<file path="src/rtl/fifo_rd_pkg.sv">
// Shared types and constants for the FIFO read-side stream consumer.
package fifo_rd_pkg;

  localparam int unsigned DEF_DATA_WIDTH = 8;
  localparam int unsigned DEF_LEN_WIDTH  = 8;
  localparam int unsigned STAT_WIDTH     = 16;

  typedef enum logic [1:0] {
    IDLE  = 2'd0,
    RUN   = 2'd1,
    DRAIN = 2'd2
  } rd_state_e;

  // Saturating increment for the statistics counters
  function automatic logic [STAT_WIDTH-1:0] sat_inc(input logic [STAT_WIDTH-1:0] v);
    return (v == '1) ? v : v + STAT_WIDTH'(1);
  endfunction

endpackage

</file>
<file path="src/rtl/fifo_rd_skid_buf.sv">
// Circular output buffer: push at tail, pop at head, registered occupancy.
module fifo_rd_skid_buf
  import fifo_rd_pkg::*;
#(
  parameter int unsigned DATA_WIDTH = DEF_DATA_WIDTH,
  parameter int unsigned BUF_DEPTH  = 3
) (
  input  logic                             clk,
  input  logic                             rst,
  input  logic                             push,
  input  logic [DATA_WIDTH-1:0]            push_data,
  input  logic                             pop,
  output logic [DATA_WIDTH-1:0]            head_data,
  output logic [$clog2(BUF_DEPTH+1)-1:0]   occ
);

  localparam int unsigned PTR_W = $clog2(BUF_DEPTH);
  localparam int unsigned OCC_W = $clog2(BUF_DEPTH + 1);

  logic [DATA_WIDTH-1:0] mem [BUF_DEPTH];
  logic [PTR_W-1:0]      head_q;
  logic [PTR_W-1:0]      tail_q;

  function automatic logic [PTR_W-1:0] ptr_inc(input logic [PTR_W-1:0] p);
    return (p == PTR_W'(BUF_DEPTH - 1)) ? '0 : p + PTR_W'(1);
  endfunction

  // Storage, pointers and occupancy; simultaneous push/pop leaves occ unchanged
  always_ff @(posedge clk or posedge rst) begin
    if (rst) begin
      head_q <= '0;
      tail_q <= '0;
      occ    <= '0;
      for (int unsigned i = 0; i < BUF_DEPTH; i++) begin
        mem[i] <= '0;
      end
    end else begin
      if (push) begin
        mem[tail_q] <= push_data;
        tail_q      <= ptr_inc(tail_q);
      end
      if (pop) begin
        head_q <= ptr_inc(head_q);
      end
      if (push && !pop) begin
        occ <= occ + OCC_W'(1);
      end else if (pop && !push) begin
        occ <= occ - OCC_W'(1);
      end
    end
  end

  assign head_data = mem[head_q];

endmodule

</file>
<file path="src/rtl/fifo_rd_stream.sv">
// Pulls a commanded number of words from the async FIFO read port and replays them
// on a valid/ready stream with m_last/done. Optional counters: FIFO_RD_STREAM_STATS_EN.
module fifo_rd_stream
  import fifo_rd_pkg::*;
#(
  parameter int unsigned DATA_WIDTH = DEF_DATA_WIDTH,
  parameter int unsigned LEN_WIDTH  = DEF_LEN_WIDTH,
  parameter int unsigned BUF_DEPTH  = 3
) (
  input  logic                  r_clk,
  input  logic                  r_rst,
  input  logic                  cmd_valid,
  input  logic [LEN_WIDTH-1:0]  cmd_len,
  output logic                  cmd_ready,
  input  logic                  r_empty,
  input  logic [DATA_WIDTH-1:0] r_data,
  output logic                  r_en,
  output logic                  m_valid,
  output logic [DATA_WIDTH-1:0] m_data,
  output logic                  m_last,
  input  logic                  m_ready,
  output logic                  done,
  output logic                  busy
`ifdef FIFO_RD_STREAM_STATS_EN
  ,
  output logic [STAT_WIDTH-1:0] stat_words,
  output logic [STAT_WIDTH-1:0] stat_empty_stall,
  output logic [STAT_WIDTH-1:0] stat_sink_stall
`endif
);

  localparam int unsigned OCC_W = $clog2(BUF_DEPTH + 1);
  localparam int unsigned CNT_W = OCC_W + 1;

  rd_state_e            state_q, state_d;
  logic [LEN_WIDTH-1:0] issue_left_q, issue_left_d;
  logic [LEN_WIDTH-1:0] out_left_q, out_left_d;
  logic                 inflight_q;
  logic                 done_q, done_d;
  logic [OCC_W-1:0]     occ;
  logic                 has_space;
  logic                 pop;

  // Space check counts the read already in flight, so the buffer cannot overflow
  assign has_space = (CNT_W'(occ) + CNT_W'(inflight_q)) < CNT_W'(BUF_DEPTH);
  assign r_en      = (state_q == RUN) && !r_empty && has_space;

  assign m_valid   = (occ != '0);
  assign pop       = m_valid && m_ready;
  assign m_last    = m_valid && (out_left_q == LEN_WIDTH'(1));
  assign cmd_ready = (state_q == IDLE);
  assign busy      = (state_q != IDLE);
  assign done      = done_q;

  fifo_rd_skid_buf #(
    .DATA_WIDTH (DATA_WIDTH),
    .BUF_DEPTH  (BUF_DEPTH)
  ) u_buf (
    .clk       (r_clk),
    .rst       (r_rst),
    .push      (inflight_q),
    .push_data (r_data),
    .pop       (pop),
    .head_data (m_data),
    .occ       (occ)
  );

  // State register and command counters
  always_ff @(posedge r_clk or posedge r_rst) begin
    if (r_rst) begin
      state_q      <= IDLE;
      issue_left_q <= '0;
      out_left_q   <= '0;
      inflight_q   <= 1'b0;
      done_q       <= 1'b0;
    end else begin
      state_q      <= state_d;
      issue_left_q <= issue_left_d;
      out_left_q   <= out_left_d;
      inflight_q   <= r_en;
      done_q       <= done_d;
    end
  end

  // Next-state: accept in IDLE, issue reads in RUN, wait for last pop in DRAIN
  always_comb begin
    state_d      = state_q;
    issue_left_d = issue_left_q;
    out_left_d   = out_left_q;
    done_d       = 1'b0;
    if (pop) begin
      out_left_d = out_left_q - LEN_WIDTH'(1);
    end
    unique case (state_q)
      IDLE: begin
        if (cmd_valid && (cmd_len != '0)) begin
          issue_left_d = cmd_len;
          out_left_d   = cmd_len;
          state_d      = RUN;
        end
      end
      RUN: begin
        if (r_en) begin
          issue_left_d = issue_left_q - LEN_WIDTH'(1);
          if (issue_left_q == LEN_WIDTH'(1)) begin
            state_d = DRAIN;
          end
        end
      end
      DRAIN: begin
        if (pop && (out_left_q == LEN_WIDTH'(1))) begin
          done_d  = 1'b1;
          state_d = IDLE;
        end
      end
      default: begin
        state_d = IDLE;
      end
    endcase
  end

`ifdef FIFO_RD_STREAM_STATS_EN
  // Saturating activity counters
  always_ff @(posedge r_clk or posedge r_rst) begin
    if (r_rst) begin
      stat_words       <= '0;
      stat_empty_stall <= '0;
      stat_sink_stall  <= '0;
    end else begin
      if (pop) begin
        stat_words <= sat_inc(stat_words);
      end
      if ((state_q == RUN) && r_empty && has_space) begin
        stat_empty_stall <= sat_inc(stat_empty_stall);
      end
      if (m_valid && !m_ready) begin
        stat_sink_stall <= sat_inc(stat_sink_stall);
      end
    end
  end
`endif

endmodule

</file>
<file path="config.mk">
export PLATFORM = sky130hd
export DESIGN_NAME = fifo_rd_stream
export DESIGN_NICKNAME = d
export VERILOG_FILES = /design/src/rtl/fifo_rd_pkg.sv /design/src/rtl/fifo_rd_skid_buf.sv /design/src/rtl/fifo_rd_stream.sv
export SDC_FILE = /design/constraint.sdc
export NUM_CORES = 1
export LEC_CHECK = 0
export CAP_MARGIN = 20
export CORE_MARGIN = 2
export CORE_UTILIZATION = 40
export CTS_BUF_LIST = sky130_fd_sc_hd__clkbuf_16
export CTS_CLUSTER_SIZE = 16
export DETAILED_ROUTE_END_ITERATION = 6
export PLACE_DENSITY = 0.62
export SLEW_MARGIN = 20
export SYNTH_ARGS = -nofsm -noshare
export SYNTH_HDL_FRONTEND = slang
export SYNTH_SLANG_ARGS = --single-unit
</file>
<file path="constraint.sdc">
create_clock -name r_clk -period 1.7 [get_ports r_clk]
set_input_delay 0.17 -clock r_clk [delete_from_list [all_inputs] [get_ports r_clk]]
set_output_delay 0.17 -clock r_clk [all_outputs]
set_load 0.03 [all_outputs]
</file>
Word level (Yosys, flattened, before mapping)
Index checks and enable logic that the tools add are counted.

operators by class
  $add $sub $neg = 7
  magnitude comparators = 4
  equal/unequal tests = 10
  mux-type cells = 23
  bitwise operators = 2
  reduce and logical (&&, ||, !) cells = 20

operators by type and width
  operator                                                                      number
  8-bit 2-to-1 mux                                                              8
  24-bit bitwise mux                                                            1
  8-bit binary-select mux with 2-bit select                                     1
  8-bit demux with 2-bit select                                                 1
  8-bit by 1-bit equality test with 1-bit output, second input constant         2
  2-bit 2-to-1 mux                                                              8
  8-bit case mux with 2 select lines                                            1
  8-bit by 1-bit subtractor with 8-bit output, second input constant            2
  1-bit logical AND                                                             9
  2-bit nonzero test                                                            4
  8-bit nonzero test                                                            1
  2-bit by 1-bit adder with 2-bit output, second input constant                 3
  2-bit equality test, second input constant                                    3
  3-bit >= comparator, second input constant                                    2
  2-bit inverter with 3-bit output                                              2
  2-bit case mux with 3 select lines                                            1
  2-bit by 1-bit inequality test with 1-bit output, second input constant       2
  2-bit inequality test, second input constant                                  2
  4-bit AND reduction                                                           1
  2-bit by 1-bit adder with 3-bit output                                        1
  1-bit logical NOT                                                             3
  3-bit by 1-bit less-than comparator with 1-bit output, second input constant  1
  3-bit by 2-bit less-than comparator with 1-bit output, second input constant  1
  3-bit AND reduction                                                           1
  4 further kinds                                                               5

storage, ports and cells
  register bits = 50
  bits of input ports = 21
  output and inout bits = 14
  word-level logic and storage cells = 77

Longest topological paths before layout
Gate-level depths: netlist of the first run.

  word-level depth = 6
  depth in mapped cells = 6
  gate-level depth less buffers = 6

By module
A second synthesis of the first run with hierarchy kept.

second synthesis, totals
  cells, all modules = 242
  area, all modules = 2635.0 um^2

by module, submodules not included
  module            instances  cells each  area an instance (um^2)  seq. area each (um^2)
  fifo_rd_skid_buf  1          101         1356.3                   750.7
  fifo_rd_stream    1          141         1278.7                   500.5

Least setup slack after synthesis of the first run
No wires, ideal clock.

  path type = register -> output
  from = register out_left_q[5]
  to = output port m_last
  arrival time = 2.034 ns
  required time = 1.530 ns
  slack = -0.504 ns
  cell stages (with the launch flop) = 3
  path buffers = 0
  cells stage by stage = dfrtp_1 -> or4_4 -> nor4b_1

between the ends
  word-level cells in the longest chain between the ends = 2

RTL lines
  item                                            RTL line              text
  start: declaration                              fifo_rd_stream.sv:37  logic [LEN_WIDTH-1:0] out_left_q, out_left_d;
  start signal: assignment                        fifo_rd_stream.sv:79  out_left_q <= out_left_d;
  8-bit by 1-bit equality test with 1-bit output  fifo_rd_stream.sv:50  assign m_last = m_valid && (out_left_q == LEN_WIDTH'(1));
  1-bit logical AND                               fifo_rd_stream.sv:50
  end: declaration                                fifo_rd_stream.sv:20  output logic m_last,

No other way between the ends.

Worst setup path after layout of the first run
  from = register u_buf.occ[0]
  to = output port r_en

between the ends
  word-level cells in the longest chain between the ends = 3

RTL lines
  item                                                   RTL line                text
  start: declaration                                     fifo_rd_skid_buf.sv:14  output logic [$clog2(BUF_DEPTH+1)-1:0] occ
  start signal: assignment                               fifo_rd_skid_buf.sv:46  occ <= occ + OCC_W'(1);
  start signal: assignment                               fifo_rd_skid_buf.sv:48  occ <= occ - OCC_W'(1);
  2-bit by 1-bit adder with 3-bit output                 fifo_rd_stream.sv:45    assign has_space = (CNT_W'(occ) + CNT_W'(inflight_q)) < CNT_W'(BUF_DEPTH);
  3-bit by 2-bit less-than comparator with 1-bit output  fifo_rd_stream.sv:45
  1-bit logical AND                                      fifo_rd_stream.sv:46    assign r_en = (state_q == RUN) && !r_empty && has_space;
  end: declaration                                       fifo_rd_stream.sv:17    output logic r_en,

No other way between the ends.

==> results of run 1 <==
==> worst paths after layout <==
| path | depth (start not counted) | slack (ns) | endpoint |
|---|---|---|---|
| min | 3 | 0.22 | u_buf.mem[20] |
| max reg2reg | 7 | -0.04 | issue_left_q[4] |
| max | 5 | -0.17 | r_en |
| min reg2reg | 1 | 0.50 | u_buf.mem[5] |
| max in group asynchronous | 3 | 1.22 | u_buf.occ[0] |
| min in group r_clk | 1 | 0.50 | u_buf.mem[5] |
==> power breakdown <==
part | internal, W | total (W) | switching (W) | leakage [nW]
logic | 0.00174 | 0.00354 | 0.00179 | 0.830
clock network | 0.000705 | 0.00117 | 0.000467 | 0.0848
registers | 0.00178 | 0.00222 | 0.000436 | 0.585
total | 0.00423 | 0.00692 | 0.00270 | 1.50
==> state kept, by name, indices dropped and copies added (netlist names) <==
signal	flops
out_left_q	8
state_q	2
u_buf.tail_q	2
done	1
inflight_q	1
issue_left_q	8
u_buf.occ	2
u_buf.head_q	2
u_buf.mem	24
==> cells in the final DEF, fill, tap and decap left out, drive strengths merged, types with 2 or more instances in the layout <==
cell type / netlist / layout
nand4: 3 / 3
nor4: 6 / 6
clkdlybuf4s50: 0 / 21
a21o: 3 / 3
nor2: 6 / 6
buf: 9 / 42
mux2i: 8 / 8
dlygate4sd2: 0 / 2
inv: 14 / 16
clkbuf: 3 / 5
ha: 7 / 7
o22ai: 4 / 4
xor2: 3 / 3
mux2: 25 / 25
xnor2: 7 / 7
o211ai: 3 / 3
nor2b: 2 / 2
nand2b: 4 / 4
nand2: 18 / 18
nor3: 8 / 8
dfrtp: 50 / 50
a22oi: 4 / 4
a21oi: 3 / 3
or2: 5 / 5
o2bb2ai: 2 / 2
nand3: 4 / 4
o21ai: 22 / 22
==> cells by family (layout without fill, tap and decap cells) <==
group,count (synthesis),count (layout)
mux,33,33
simple gates,61,61
flops,50,50
fa+ha+maj,7,7
compound gates,48,48
buf+inv,26,88
xor+xnor,10,10
==> layout make-up <==
class                   instances  share of cell area [%]
repair buffers                 66                    16.4
clock inverters                 3                    1.35
flip-flops and latches         50                    35.7
inverters                      14                    1.49
well taps                      77                    2.74
clock buffers                   5                    3.56
multi-input cells             159                    38.8
==> through the flow <==
stage / hold slack (ns) / power (W) / instances / instance area (sq um) / TNS, ns
2_1_floorplan: 0.288 / 0.00463 / 235 / 2710 / -0.0399
3_3_place_gp: 0.478 / 0.00559 / 360 / 3270 / -0.0536
3_5_place_dp: 0.488 / 0.00567 / 360 / 3270 / -0.326
4_1_cts: 0.244 / 0.00702 / 373 / 3500 / -1.06
5_1_grt: 0.289 / 0.00743 / 374 / 3520 / -1.13
6_report: 0.224 / 0.00692 / 374 / 3520 / -0.368
==> repair_timing <==
action,in CTS,in global routing
setup endpoints to repair,19,22
buffers inserted,5,3
resized for setup,11,4
pin swaps,5,5
==> metal layers <==
layer	GRT usage (%)	vias up	part of all wire, %
li1	-	959	-
met1	21.3	936	45
met2	27.2	51	48
met3	3.37	7	5.1
met4	5.19	0	1.3
met5	0	-	0
==> tightest hold or removal path, delay by kind of cell <==
family	cells	cell delay, ns
buffers and inverters	3	0.73
==> results by group, run 1 <==
Run status
  • Outcome: complete, but fails checks
  • Failing checks: design-rule violations, negative setup slack

Timing
  • Slew headroom: 75.7%
  • Hold Vio Cnt, Final: 0
  • Final Max Slew Viols: 0
  • Setup ws final: -0.171 ns
  • FMAX: 534 MHz
  • Final number of setup-violating endpoints: 8
  • Worst slew pin tran: 0.363 ns
  • Fin crit period: 1.87 ns
  • Fin Clk Skew: 0.00633 ns
  • RSZ-0062 raised after global routing: yes
  • Post-route clock period utilization: 110%

CTS
  • Worst skew pair latency: 0.29 ns
  • Clk slew on worst S/H paths: 0.07 ns
  • H-tree depth: 2
  • Clock root buffer: clkbuf_16
  • CTS tree: done
  • TritonCTS Sinks: 50
  • CTS Buffer Depth: 2
  • Inserted Clock Buffers: 5
  • # hold bufs at CTS: 0

Synthesis
  • Synth top area cells: dfrtp_1 (47%), mux2_2 (10%), ha_1 (3.3%), mux2i_1 (3.0%), nand2_1 (2.5%)
  • Simple-Gate Fraction of Synth Area: 14.6%
  • Syn Area/Cell: 11.4 sq um
  • Post-Synthesis Cells: 235
  • Largest family of logic cells by synthesized area: simple AND/OR/NAND/NOR gates
  • Synth Area in Adders: 3.28%
  • Ys flop type: dfrtp_1
  • Yosys cell types: 52
  • Number of synthesized flops with an enable pin: 0
  • Top cell type's share of synthesized area: 46.8%
  • Post-synthesis mux area share: 13.5%
  • Compound-Gate Fraction of Synth Area: 13.7%
  • Count leader, synth: dfrtp_1
  • Syn Nets: 263
  • Xor/xnor share of the synthesized area: 3.28%
  • Asr flop ratio synth: 100%
  • Syn. warnings: 0
  • Top cell type by total area after synthesis: dfrtp_1
  • Post-synthesis sequential element count: 50
  • Commonest cells in the synthesized netlist: dfrtp_1 (50), mux2_2 (24), nand2_1 (18)
  • Synthesized area: 2670 sq um
  • Share of the yosys chip area belonging to registers: 46.8%

Critical path
  • Crit-path leading delay family: flip-flops
  • CP arrival: 1.70 ns
  • Slowest cell on the critical path: dfrtp_2
  • CP Cell Sequence: ha_4, ha_4, a2111oi_4, buf_4, buf_6
  • Critical Path Max Stage Delay: 0.42 ns
  • FF-to-FF Start: u_buf.occ[0]
  • Crit path kind: register to output port
  • Startpoint Class: register
  • Crit path max fanout: 2
  • Required time of the critical path: 1.53 ns
  • Crit path top cell by count: ha_4
  • Worst Setup End Kind: output port
  • Buf/Inv on CP: 2
  • CP startpoint: u_buf.occ[0]

Die
  • Std-Cell Core Area: 6420 sq um
  • Die Ht: 85.7 um
  • IO Pins: 35
  • Die area: 7350 sq um
  • Initial Util: 41.6%
  • # rows: 29
  • Die X-Extent: 85.7 um

Drt
  • Number of routed nets with antenna violations: 0
  • Initial DRC Count: 44
  • DR vias: 1953
  • Routed WL per cell: 14.6 um
  • First-pass iteration count of the detailed router: 7
  • Total wire length: 5.47 mm
  • Final routed DRC violation total: 3
  • Via-to-Cell Ratio: 5.22

Final layout
  • Layout cell share with drive strength beyond 1: 36.0%
  • Layout net count: 324
  • Post-layout util: 54.7%
  • # diodes: 0
  • P&R area growth vs syn: 31.6%
  • Fillers: 583
  • Storage element area: 1250 sq um
  • Area of the multi-input gates: 1360 sq um

Power
  • Pwr Density: 1970 nW/um^2
  • Peak supply drop: 850 uV
  • Leak: 1.50 nW

Flow run
  • Maxcap violations: 0

Global routing
  • Largest net degree at the start of global routing: 51
  • Number of global-route vias before repair: 2003
  • Total gr overflow: 0
  • GRT Util Overall: 16.3%
  • First-pass GRT wire length: 9.43 mm
  • Initial antenna violation count: 0

Place
  • Placer Congestion: 0.814
  • Port bufs: 34
  • DP HPWL: 3.96 mm
  • Pre-CTS setup slack: -0.0546 ns

Worst hold path
  • HP Class: input pin to asynchronous set/reset pin
(Power assumes the default switching activity.)
==> run 2, diff against run 1 <==
- CAP_MARGIN: 20 -> unset
==> results of run 2 <==
The final DEF is identical to that of run 1; final timing and power are the same.
==> run 3, diff against run 2 <==
- PLACE_DENSITY: 0.62 -> 0.6
- TNS_END_PERCENT: unset -> 100
- clock period: 1.7 -> 2.3 ns (I/O delays scaled with it)
==> run 3 against run 2 <==
Effect of this change:
- the run ends with design-rule violations left
- flip-flop and latch count unchanged
- count of clock-buffer cells in the layout unchanged
- clock power fell by 38%
- sequential share of layout area up 2.4 points
- die area unchanged
- largest power group unchanged
==> results by group, run 3 (synthesized netlist as in run 1, its figures left out) <==
Run status
  • Outcome: complete, but fails checks
  • Failing checks: design-rule violations

Die
  • Die Ht: 85.7 um (unchanged)
  • Initial Util: 41.6% (unchanged)
  • Std-Cell Core Area: 6420 sq um (unchanged)
  • # rows: 29 (unchanged)
  • Die X-Extent: 85.7 um (unchanged)
  • Die area: 7350 sq um (unchanged)
  • IO Pins: 35 (unchanged)

Final layout
  • Largest register by flop count: u_buf.mem
  • Layout net count: 305 (-5.9%)
  • Most common cell after layout, fill and taps aside: dfrtp_1
  • Most frequent cells in the layout: dfrtp_1 (50), clkdlybuf4s50_1 (31), mux2_2 (24), nand2_1 (18), buf_4 (14)
  • Max reg flops: 24 (unchanged)
  • Layout cell share with drive strength beyond 1: 24.8% (-11 points)
  • # diodes: 0 (unchanged)
  • Largest regs: u_buf.mem (24), issue_left_q (8), out_left_q (8)
  • Final instance area: 3290 sq um (-6.5%)
  • Post-layout util: 51.2% (-3.6 points)
  • Fillers: 598 (+2.6%)
  • P&R area growth vs syn: 22.9%

Critical path
  • CP arrival: 1.94 ns (+0.24 ns)
  • Slowest cell on the critical path: clkdlybuf4s50_1
  • Crit-path leading delay family: buffers and inverters
  • Crit path max fanout: 7 (+5)
  • Setup slack, reg-to-reg: 0.42 ns (+0.46 ns)
  • Startpoint Class: register
  • Required time of the critical path: 2.07 ns (+0.54 ns)
  • Crit path kind: register to output port
  • Buf/Inv on CP: 2 (unchanged)
  • Levels on crit path: 5 (unchanged)
  • CP Cell Sequence: nor2b_1, buf_4, nand2_1, o21ai_0, clkdlybuf4s50_1
  • FF-to-FF path depth: 6 (-1)
  • Critical Path Max Stage Delay: 0.70 ns (+0.28 ns)
  • Worst Setup End Kind: output port

Global routing
  • Number of global-route vias before repair: 1860 (-7.1%)
  • First-pass GRT wire length: 8.93 mm (-5.3%)
  • Total gr overflow: 0 (unchanged)
  • GRT Util Overall: 15.5% (-0.81 points)
  • Largest net degree at the start of global routing: 29 (-43%)
  • Initial antenna violation count: 0 (unchanged)

CTS
  • H-tree depth: 2 (unchanged)
  • TritonCTS Sinks: 50 (unchanged)
  • Inserted Clock Buffers: 5 (unchanged)
  • CTS Buffer Depth: 2 (unchanged)
  • Clk slew on worst S/H paths: 0.07 ns (about the same)
  • Setup bufs post-CTS: 0 (-5)
  • CTS tree: done
  • Worst skew pair latency: 0.29 ns (about the same)
  • Clock root buffer: clkbuf_16

Flow run
  • Maxcap violations: 0 (unchanged)

Drt
  • Via-to-Cell Ratio: 5.27 (+0.87%)
  • Initial DRC Count: 55 (+25%)
  • Total wire length: 5.34 mm (-2.2%)
  • First-pass iteration count of the detailed router: 7 (unchanged)
  • DR vias: 1870 (-4.2%)
  • Final routed DRC violation total: 2 (-1)
  • Number of routed nets with antenna violations: 0 (unchanged)
  • Routed WL per cell: 15.1 um (+3.0%)

Power
  • Peak supply drop: 551 uV (-35%)
  • Sw Pwr: 0.00188 W (-30%)
  • Leak: 1.37 nW (-8.5%)
  • Sw frac: 39.6% (+0.62 points)
  • P_int: 0.00287 W (-32%)
  • Reg power frac: 34.3% (+2.3 points)
  • Clock network fraction of design power: 15.3% (-1.6 points)
  • Combinational fraction of design power: 50.4% (-0.7 points)
  • Pwr Density: 1450 nW/um^2 (-26%)

Timing
  • Setup TNS Final: 0 ns (+0.368 ns)
  • Final number of setup-violating endpoints: 0 (-8)
  • Fin Clk Skew: 0.00750 ns (+0.00117 ns)
  • Post-route clock period utilization: 94.3%
  • Slew headroom: 58.5% (-17 points)
  • Hold Vio Cnt, Final: 0 (unchanged)
  • Fin crit period: 2.17 ns
  • FMAX: 461 MHz
  • RSZ-0062 raised after global routing: no
  • Worst slew pin tran: 0.622 ns (+0.259 ns)
  • Final Max Slew Viols: 0 (unchanged)

Place
  • Placer Congestion: 0.797 (-2.0%)
  • Port bufs: 34 (unchanged)
  • Dpl cell area: 3140 sq um (-4.0%)
  • DP HPWL: 3.96 mm (about the same)

Worst hold path
  • HP Class: input pin to asynchronous set/reset pin
[run 3: final cells by class]
type	count	area [sq um]	area share, %
timing repair buffer	47	448	13.6
multi-input combinational	159	1290	39.3
sequential	50	1250	38.1
clock buffer	5	125	3.81
inverter	14	52.6	1.60
clock inverter	3	20.0	0.609
tap	77	96.3	2.93
[run 3: stage by stage]
stage	hold slack, ns	worst slack (ns)	std cells	total power [W]
after global routing	0.345	0.0176	355	0.00512
after floorplan	0.348	0.0356	235	0.00336
after CTS	0.314	0.0818	355	0.00482
final	0.295	0.131	355	0.00476
after global placement	0.489	0.389	347	0.00404
after detailed placement	0.494	0.366	347	0.00407
[run 3: power groups by stage]
stage | registers [W] | clock network, W | logic [W]
3_3_place_gp | 0.00164 | 0 | 0.00240
3_5_place_dp | 0.00165 | 0 | 0.00242
6_report | 0.00163 | 0.000726 | 0.00240
4_1_cts | 0.00164 | 0.000750 | 0.00243
5_1_grt | 0.00169 | 0.000784 | 0.00264
2_1_floorplan | 0.00155 | 0 | 0.00181
[run 3: path summary, 6_finish.rpt]
| path | from | endpoint |
|---|---|---|
| max | u_buf.head_q[1] | m_data[0] |
| min | r_rst | done |
| max reg2reg | inflight_q | state_q[0] |
| min reg2reg | u_buf.mem[17] | u_buf.mem[17] |
| max in group asynchronous | r_rst | u_buf.mem[18] |
| min in group r_clk | u_buf.mem[17] | u_buf.mem[17] |
[run 3: routing by layer]
metal	up-vias	global-route usage [%]	wire length, um
met1	910	20.6	2550
met3	6	3.27	168
met4	0	4.62	43
met5	-	0	0
li1	924	-	-
met2	30	25.5	2580
[run 3: what timing repair did]
item                                    4_1_cts  5_1_grt
hold buffers                                  0        0
endpoints found under the setup margin        0        2
gates resized for setup                       0        1
==> variant, RTL diff (settings of run 1) <==
Encoding of `rd_state_e`: now one-hot (3 bits for 3 states).
--- a/src/rtl/fifo_rd_pkg.sv
+++ b/src/rtl/fifo_rd_pkg.sv
@@ -6,8 +6,8 @@
   localparam int unsigned STAT_WIDTH     = 16;
 
-  typedef enum logic [1:0] {
-    IDLE  = 2'd0,
-    RUN   = 2'd1,
-    DRAIN = 2'd2
+  typedef enum logic [2:0] {
+    IDLE  = 3'b001,
+    RUN   = 3'b010,
+    DRAIN = 3'b100
   } rd_state_e;
 
Function: same outputs for any inputs over 4 cycles, from zero or initial values and one cycle with r_rst high; so few cycles prove little.
==> variant against run 1 <==
  * The run ends with setup timing left
  * Synthesized area is 0.70% lower
  * Sequential power is 2% lower
  * Final area is 4.0% higher
  * Sequential share of layout area is 0.65 points lower
  * Clock power is 16% lower
  * Largest power group unchanged
  * Fmax is 9.9% lower
  * Setup slack worse by 0.21 ns
  * Routed wire length is 7.1% higher
  * Total power is 6.3% lower
  * Sequential cell count is 1 higher
  * Combinational power is 5.6% lower
  * Critical endpoint unchanged
==> variant: results (changes against run 1) <==
The run finished, with violations left. The checks that failed: setup timing. The proportion of synthesized chip area in sequential cells is 48.1% (+1.3 points), and the final cell count without fillers is 405 (+8.3%). The final RePlAce weighted congestion is 0.864 (+6.2%), and the via count of the first global-routing pass is 2071 (+3.4%). Setup-violating endpoint count in the final report: 14 (+6). The cell chosen for the clock root is clkbuf_16.

The number of violations reported at the end of detailed-routing iteration 0 is 76 (+73%), and the count of port buffers added during placement is 34 (unchanged). The main flop type after synthesis is dfrtp_1. The run gives 5 (unchanged) as the number of buffers inserted during clock tree synthesis. The leakage power figure was 1.61 nW (+7.2%); the number of cells on the worst reg-to-reg path was 8 (+1). The number of cells after detailed placement came out at 390 (+8.3%). The delay of the slowest critical-path stage was 0.38 ns (-0.04 ns). The setup clock skew after layout was 0.0130 ns (+0.00668 ns); the number of iterations in the first detailed-routing pass was 4 (-3). Antenna cell count: 0 (unchanged). The top fanout value on the critical path is 3 (+1), and the routed metal-1 wirelength is 2.73 mm (+10%).

The run gives -0.30 ns (-0.26 ns) as the slack of the worst reg-to-reg path. The tools report the launching point of the worst reg2reg path as inflight_q. Among all stages on the critical path, the largest delay is contributed by dfrtp_1. The share of layout cells above drive strength 1 came out at 37.2% (+1.2 points).

The run gives 4.39 mm (+11%) as the detailed placement HPWL. The wire length per cell is 14.5 microns (-1.1%), and the via density per instance is 5.19 (-0.61%). The post-synthesis area per instance works out to 10.7 sq um (-5.5%).

The maximum number of pins on one net before global-route repair is 52 (+2.0%). The wire length of the first global-routing pass is 10.1 mm (+7.3%), and the number of H-tree levels is 2 (unchanged). The tools report the wire length on met3 as 210 microns (-25%).

The largest registers in the layout are u_buf.mem x24, issue_left_q x8, out_left_q x8. The setup slack at placement is -0.194 ns (-0.139 ns), and the slew at the pin closest to its max-slew limit is 0.395 ns (+0.0318 ns). The met2 wire length was 2.84 mm (+7.4%); the buffer levels on the longest clock path was 2 (unchanged). The post-synth net total came out at 275 (+4.6%).

For the data arrival time of the worst path, the log shows 1.91 ns (+0.21 ns). For the slack of the critical path, the log shows -0.376 ns (-0.205 ns). The number of distinct standard cells referenced by the synthesized netlist is 52 (unchanged).

For the worst voltage drop across the vdd grid, the log shows 0.00107 V (+26%). The number of antenna violations at the first check in global routing came out at 0 (unchanged). After synthesis, the cell types taking the most area are dfrtp_1 (47%), mux2_2 (10%), o21ai_0 (3.8%). The end of the worst register-to-register path was issue_left_q[1]. The total routing usage reported by global routing is 17.6% (+1.3 points), and the filler cell count is 561 (-3.8%). The run gives 0 (unchanged) as the total of warnings raised by yosys. The count of final hold-check violations is 0 (unchanged).

The run gives 355 (+9.6%) as the layout net count. Worst hold path class: in -> async. The post-CTS clock slew at the launch and capture registers of the worst setup and hold paths came out at 0.07 ns (about the same). The uppermost metal layer occupied by signal nets was met4.

By count the netlist is led by dfrtp_1 (50), mux2_2 (24), nand2_1 (22), o21ai_0 (20). Share of async-settable or async-resettable flops after synthesis: 100% (unchanged). The source-to-sink clock delay at the later pin of the worst-skew pair was 0.29 ns (about the same).
variant: changes by cell type in the layout (fill, tap and decap cells not counted), moves of 3 or more:
cell / change
o22a_1: +4
or4_1: +3
inv_1: -4
a31oi_1: +3
nand2b_1: +4
nand4_1: -3
buf_4: +18
nand3_1: -3
nand2_1: +4
a21oi_1: +3
nor4_4: -3
nor2_1: +4
a22oi_2: -4
variant: critical path: cells and delay by family, from the launching register on:
| kind | cells | cell delay (ns) |
|---|---|---|
| compound gates | 1 | 0.30 |
| fa+ha+maj | 2 | 0.40 |
| buf+inv | 3 | 0.26 |
| flops | 1 | 0.38 |
| simple gates | 1 | 0.27 |
variant: through the flow:
stage	utilization [%]	instance area (sq um)	TNS (ns)	hold slack [ns]	total power, mW
after CTS	56.1	3580	-3.15	0.247	6.43
after detailed placement	52.9	3380	-1.44	0.493	5.36
after global placement	52.9	3380	-0.978	0.487	5.30
after floorplan	-	2690	-1.23	0.287	4.19
final	57.2	3660	-2.67	0.238	6.49
after global routing	57.2	3660	-3.69	0.261	6.98
variant: final cells by class:
type	count	area, sq um	area share (%)
Timing Repair Buffer	84	707	19.3
Sequential cell	51	1280	35.0
Clock buffer	5	125	3.42
Tap cell	77	96.3	2.64
Inverter	11	48.8	1.33
Multi-Input combinational cell	174	1380	37.8
Clock inverter	3	17.5	0.479
variant: repair_timing:
item                       in CTS  in global routing
setup endpoints to repair      16                 35
pin swaps                       7                  3
gates cloned                    0                  0
gates resized for setup        11                 15
buffers inserted                3                  4
hold endpoints to repair        0                  0
variant: kinds of logic after synthesis:
logic type                 count (synthesis)  share of synthesized area (%)
buffers and inverters                     22                           3.72
muxes                                     33                           13.8
AOI/OAI and AO/OA                         49                           11.7
xor gates and xnor gates                  10                           3.30
and+or+nand+nor                           75                           16.0
adders and majority gates                  7                           3.30
DFF                                       51                           48.1
variant: power breakdown:
part           total, mW  internal [mW]  switching [mW]  leakage, nW
logic               3.34           1.65            1.69        0.925
registers           2.17           1.80           0.368        0.611
clock network      0.982          0.544           0.439       0.0716
variant: worst max path at each step:
| stage | from | endpoint | slack [ns] | depth (start not counted) |
|---|---|---|---|---|
| floorplan | u_buf.occ[0] | issue_left_q[1] | -0.25 | 7 |
| global placement | u_buf.occ[0] | issue_left_q[1] | -0.16 | 7 |
| detailed placement | u_buf.occ[0] | issue_left_q[1] | -0.19 | 7 |
| CTS | inflight_q | r_en | -0.41 | 7 |
| global route | inflight_q | r_en | -0.44 | 7 |
| finish | inflight_q | r_en | -0.38 | 7 |
variant: layer usage:
| metal | track usage (%) | vias to the layer above |
|---|---|---|
| met4 | 4.76 | 0 |
| met3 | 3.31 | 6 |
| met2 | 28.4 | 33 |
| met1 | 24.5 | 1013 |
| met5 | 0 | - |
| li1 | - | 1050 |
